===== src/rtl/ysyx_22041405_idu_pipe.sv =====
// rtl/ysyx_22041405_idu_pipe.sv - registered decode stage with regfile, scoreboard and write-back port
// Optional same-cycle write-back forwarding: YSYX_22041405_IDU_WB_BYPASS_EN
module ysyx_22041405_idu_pipe #(
  parameter int WIDTH      = 32,
  parameter int ADDR_WIDTH = 5
) (
  input  logic                  clk,
  input  logic                  rst,
  input  logic                  in_valid,
  output logic                  in_ready,
  input  logic [31:0]           in_inst,
  input  logic [WIDTH-1:0]      in_pc,
  output logic                  out_valid,
  input  logic                  out_ready,
  output logic [31:0]           out_inst,
  output logic [WIDTH-1:0]      out_pc,
  output logic [WIDTH-1:0]      out_rs1_data,
  output logic [WIDTH-1:0]      out_rs2_data,
  output logic [WIDTH-1:0]      out_imm,
  output logic [ADDR_WIDTH-1:0] out_rd,
  output logic                  out_rd_wen,
  input  logic                  wb_en,
  input  logic [ADDR_WIDTH-1:0] wb_addr,
  input  logic [WIDTH-1:0]      wb_data,
  input  logic                  flush
);
  localparam int NREG = 1 << ADDR_WIDTH;

  logic                  stage_valid_q, stage_valid_d;
  logic [31:0]           stage_inst_q, stage_inst_d;
  logic [WIDTH-1:0]      stage_pc_q, stage_pc_d;
  logic [NREG-1:0]       busy_q, busy_d;
  logic [WIDTH-1:0]      regs_q [NREG];

  logic [6:0]            opcode;
  logic [ADDR_WIDTH-1:0] rs1, rs2, rd;
  logic                  rs1_used, rs2_used, rd_wen;
  logic [31:0]           imm32;
  logic [NREG-1:0]       wb_clr, busy_eff;
  logic                  hazard, in_fire, out_fire;

  assign opcode   = stage_inst_q[6:0];
  assign rs1      = stage_inst_q[15 +: ADDR_WIDTH];
  assign rs2      = stage_inst_q[20 +: ADDR_WIDTH];
  assign rd       = stage_inst_q[7 +: ADDR_WIDTH];
  assign rs1_used = !(opcode inside {7'b0110111, 7'b0010111, 7'b1101111});
  assign rs2_used = opcode inside {7'b0110011, 7'b0100011, 7'b1100011};
  assign rd_wen   = !(opcode inside {7'b0100011, 7'b1100011, 7'b0001111}) && (rd != '0);

  always_comb begin
    imm32 = '0;
    case (opcode)
      7'b0010011, 7'b0000011, 7'b1100111, 7'b1110011:
        imm32 = {{20{stage_inst_q[31]}}, stage_inst_q[31:20]};
      7'b0100011:
        imm32 = {{20{stage_inst_q[31]}}, stage_inst_q[31:25], stage_inst_q[11:7]};
      7'b1100011:
        imm32 = {{19{stage_inst_q[31]}}, stage_inst_q[31], stage_inst_q[7],
                 stage_inst_q[30:25], stage_inst_q[11:8], 1'b0};
      7'b0110111, 7'b0010111:
        imm32 = {stage_inst_q[31:12], 12'b0};
      7'b1101111:
        imm32 = {{11{stage_inst_q[31]}}, stage_inst_q[31], stage_inst_q[19:12],
                 stage_inst_q[20], stage_inst_q[30:21], 1'b0};
      default: imm32 = '0;
    endcase
  end

  assign wb_clr = wb_en ? (NREG'(1) << wb_addr) : '0;
`ifdef YSYX_22041405_IDU_WB_BYPASS_EN
  // A write-back landing this cycle already satisfies the dependency
  assign busy_eff = busy_q & ~wb_clr;
`else
  assign busy_eff = busy_q;
`endif

  assign hazard    = stage_valid_q && ((rs1_used && busy_eff[rs1]) ||
                                       (rs2_used && busy_eff[rs2]) ||
                                       (rd_wen && busy_eff[rd]));
  assign out_valid = stage_valid_q && !hazard && !flush;
  assign out_fire  = out_valid && out_ready;
  assign in_ready  = !flush && (!stage_valid_q || out_fire);
  assign in_fire   = in_valid && in_ready;

  always_comb begin
    out_rs1_data = (rs1 == '0) ? '0 : regs_q[rs1];
    out_rs2_data = (rs2 == '0) ? '0 : regs_q[rs2];
`ifdef YSYX_22041405_IDU_WB_BYPASS_EN
    if (wb_en && wb_addr != '0 && wb_addr == rs1) out_rs1_data = wb_data;
    if (wb_en && wb_addr != '0 && wb_addr == rs2) out_rs2_data = wb_data;
`endif
  end

  assign out_inst   = stage_inst_q;
  assign out_pc     = stage_pc_q;
  assign out_imm    = WIDTH'($signed(imm32));
  assign out_rd     = rd;
  assign out_rd_wen = rd_wen;

  always_comb begin
    stage_valid_d = stage_valid_q;
    stage_inst_d  = stage_inst_q;
    stage_pc_d    = stage_pc_q;
    if (flush) begin
      stage_valid_d = 1'b0;
    end else if (in_fire) begin
      stage_valid_d = 1'b1;
      stage_inst_d  = in_inst;
      stage_pc_d    = in_pc;
    end else if (out_fire) begin
      stage_valid_d = 1'b0;
    end
    // Clear before set so an issuing writer keeps its own bit
    busy_d = busy_q & ~wb_clr;
    if (out_fire && rd_wen) busy_d[rd] = 1'b1;
    busy_d[0] = 1'b0;
  end

  always_ff @(posedge clk or negedge rst) begin
    if (!rst) begin
      stage_valid_q <= 1'b0;
      stage_inst_q  <= '0;
      stage_pc_q    <= '0;
      busy_q        <= '0;
    end else begin
      stage_valid_q <= stage_valid_d;
      stage_inst_q  <= stage_inst_d;
      stage_pc_q    <= stage_pc_d;
      busy_q        <= busy_d;
    end
  end

  always_ff @(posedge clk or negedge rst) begin
    if (!rst) begin
      for (int i = 0; i < NREG; i++) regs_q[i] <= '0;
    end else if (wb_en && wb_addr != '0) begin
      regs_q[wb_addr] <= wb_data;
    end
  end
endmodule


===== config.mk =====
export PLATFORM = sky130hd
export DESIGN_NAME = ysyx_22041405_idu_pipe
export DESIGN_NICKNAME = d
export VERILOG_FILES = /design/src/rtl/ysyx_22041405_idu_pipe.sv
export SDC_FILE = /design/constraint.sdc
export NUM_CORES = 2
export LEC_CHECK = 0
export BUFFER_PORTS_ARGS = -buffer_cell sky130_fd_sc_hd__buf_2
export CAP_MARGIN = 40
export CORE_UTILIZATION = 62
export DETAILED_ROUTE_END_ITERATION = 16
export PLACE_DENSITY_LB_ADDON = 0.3
export SETUP_SLACK_MARGIN = 0.1
export SLEW_MARGIN = 5
export SYNTH_ARGS = -nofsm -noshare
export SYNTH_HDL_FRONTEND = slang
export SYNTH_SLANG_ARGS = --single-unit

===== constraint.sdc =====
create_clock -name clk -period 3.6 [get_ports clk]
set_clock_uncertainty 0.15 [all_clocks]
set_input_delay 0.36 -clock clk [delete_from_list [all_inputs] [get_ports clk]]
set_output_delay 0.36 -clock clk [all_outputs]
set_load 0.01 [all_outputs]

==> flow_summary.toml <==
[status]
outcome = "finished with violations"
violations = "negative setup slack"

[sta]
finalSetupViolations = 55
rsz0062_at_grt = "true"
slew-limit-headroom_pct = 46.7
finalCritPeriodShare_pct = 104
finalWorstSetupSlack_ns = -0.161
fmax_mhz = 266
final_hold_viol_count = 0
finalCriticalPeriod_ns = 3.76
hold_ws_ns = 0.0626
slew_violations = 0
tightest_slew_ns = 0.799

[global_route]
grt_pass1_wl_um = 271000
overflow = 0
grt_antenna_before_repair = 7
grt_max_degree = 96
grt_use_total_pct = 37.6
first_global_vias = 41500

[drt]
ant_nets = 0
wl_um = 183000
drt_first_pass_iters = 5
drt-wirelength-per-cell_um = 32.9
initialDrtViolationCount = 4680
drc = 0
viasPerCell = 7.24
vias = 40400

[floorplan]
initial_utilization_pct = 63.0
die_h_um = 311
row_count = 112
dieArea_um2 = 96700
die_w_um = 311
core_um2 = 94000
io_pins = 275

[power_and_ir_drop]
p_per_area_nw_per_um2 = 853
max-vdd-ir-drop_mv = 0.502
p_leak_uw = 0.0311
power_uw = 60600

[yosys]
synth_seq_cells = 1120
yosysWarnings = 0
synth_top_area_share_pct = 47.3
synthArstFlopShare_pct = 100
ys.flop_type = "dfrtp_1"
yosys-top-cells-area = "dfrtp_1 (47%), mux4_2 (21%), mux2_2 (20%)"
avgSynthCellArea_um2 = 15.3
synth_edf_count = 0
synth_common_cells = "dfrtp_1 (1120), mux2_2 (1057), mux4_2 (560), clkbuf_1 (308), mux2i_1 (171)"
synthCells = 3875
yosys.area.top_type = "dfrtp_1"
ys_types = 55
yosysMostFrequentCell = "dfrtp_1"
ys_seq_area_share_pct = 47.3
netlist_area_um2 = 59200
syn-num-nets = 3982

[setup_path]
critPathRequiredTime_ns = 3.09
cp_cell_sequence = "buf_6 -> clkbuf_16 -> clkbuf_16 -> buf_4 -> buf_4 -> mux2i_1 -> o221ai_2 -> a21oi_1 -> nor3_2 -> a21oi_2 -> nor2_1 -> buf_2"
critPathBufInv = 6
end_kind = "output port"
start_kind = "register"
arrival_ns = 3.25
crit_slowest_cell = "dfrtp_4"
crit_type = "reg -> out"
cpLargestDelayFamily = "buffers and inverters"
crit_path_max_incr_delay_ns = 0.53
crit_fanout = 7

[clock_network]
cts_tree = "done"
htreeDepth = 3
clockBufferDepth = 3
cts_root_buffer = "clkbuf_16"
cts_buffers = 114
clk_pin_slew_ns = 0.07
insertion_delay_ns = 0.72
cts_sinks = 1120

[finish]
fin_nets = 4331
utilization_pct = 75.5
area_delta_synth_final_pct = 19.9
drive_gt1_share_pct = 60.1
stdcell_area_um2 = 71000
stdcell_count = 5582

[placement]
hpwl_um = 98200
port_buffers = 274
place.gp.congestion = 0.866
place_inst = 5158
place_area_um2 = 63000

[worst_hold_path]
hold_path_class = "in -> reg"

[job]
max_cap_viol_count = 0
## cell families (layout without fill, tap and decap cells)
| group | count (synthesis) | after routing | synth area share (%) |
|---|---|---|---|
| DFF | 1120 | 1120 | 47.3 |
| other | 0 | 5 | 0 |
| muxes | 1793 | 1793 | 44.4 |
| AOI/OAI and AO/OA | 264 | 264 | 3.01 |
| buffers and inverters | 441 | 889 | 3.09 |
| and+or+nand+nor | 257 | 257 | 2.18 |
## per-layer routing
layer	wire length [µm]	vias up	part of all wire [%]	GRT usage (%)
li1	-	15800	-	-
met1	67200	21500	37	50.9
met2	86800	2589	47	58.4
met3	19000	611	10	7.95
met4	10500	4	5.7	18.6
met5	23	-	0.013	0
## layout make-up
| type | count | area (µm²) |
|---|---|---|
| antenna | 5 | 12.5 |
| clock buffer | 164 | 3360 |
| clock inverter | 51 | 693 |
| fill | 5282 | 23000 |
| inverter | 4 | 18.8 |
| multi-input combinational | 2314 | 30300 |
| sequential | 1120 | 28100 |
| tap | 1254 | 1570 |
| timing repair buffer | 670 | 6940 |
## through the flow
step	setup TNS, ns	setup slack (ns)
2_1_floorplan	0	0.513
3_3_place_gp	0	0.340
3_5_place_dp	0	0.338
4_1_cts	-4.15	-0.160
5_1_grt	-7.08	-0.204
6_report	-4.76	-0.161
## power breakdown
part	total, µW	switching (µW)	internal [µW]	leakage (µW)
clock	12800	5270	7570	0.00200
sequential	17900	2560	15300	0.0143
combinational	29900	13900	16000	0.0148
## what timing repair did
| action | CTS | global route |
|---|---|---|
| gates cloned | 25 | 15 |
| hold endpoints to repair | 163 | 0 |
| buffers inserted | 67 | 34 |
| endpoints found under the setup margin | 66 | 78 |
| gates resized for setup | 147 | 138 |
| pin swaps | 31 | 54 |
| hold buffers | 67 | 0 |
## cell usage in the layout (no fill, tap or decap), drive strengths merged, types with 5 or more instances in the layout
master and n:
a21oi 69, dfrtp 1120, bufinv 15, nor2 94, nor3 36, or3b 5
nand3 11, mux4 560, mux2 1062, a22o 5, a21o 20, inv 5
clkbuf 178, nor2b 11, clkinv 31, nand2 36, nand3b 9, mux2i 171
buf 587, o221ai 67, o21ai 50, nor3b 7, diode 5, or3 23
dlygate4sd3 67, o22ai 34
## worst reg2reg max path, stage by stage (launching register included)
cell and delay, ns:
dfrtp_4 0.42, buf_12 0.18, buf_6 0.13, buf_6 0.12, mux4_2 0.53, mux2i_4 0.20, o21ai_2 0.09, o2111ai_4 0.26
nand3_2 0.14, buf_6 0.21, o31a_1 0.26, dlygate4sd3_1 0.56
## worst paths after layout
| check | from | end | slack [ns] | cells past startpoint |
|---|---|---|---|---|
| max | out_inst[15] | out_rs1_data[11] | -0.16 | 12 |
| min | out_ready | busy_eff[22] | 0.06 | 4 |
| max reg2reg | out_inst[20] | stage_valid_q | 0.24 | 11 |
| min reg2reg | regs_q[1002] | regs_q[1002] | 0.25 | 0 |
| max in group asynchronous | rst | regs_q[80] | 2.09 | 3 |
| min in group asynchronous | rst | out_pc[27] | 0.08 | 2 |
## state kept, by name, indices dropped and copies added, names as in the netlist
register and cells:
regs_q 1024, out_inst 32, out_pc 32, busy_eff 31, stage_valid_q 1
(Power assumes the default switching activity.)
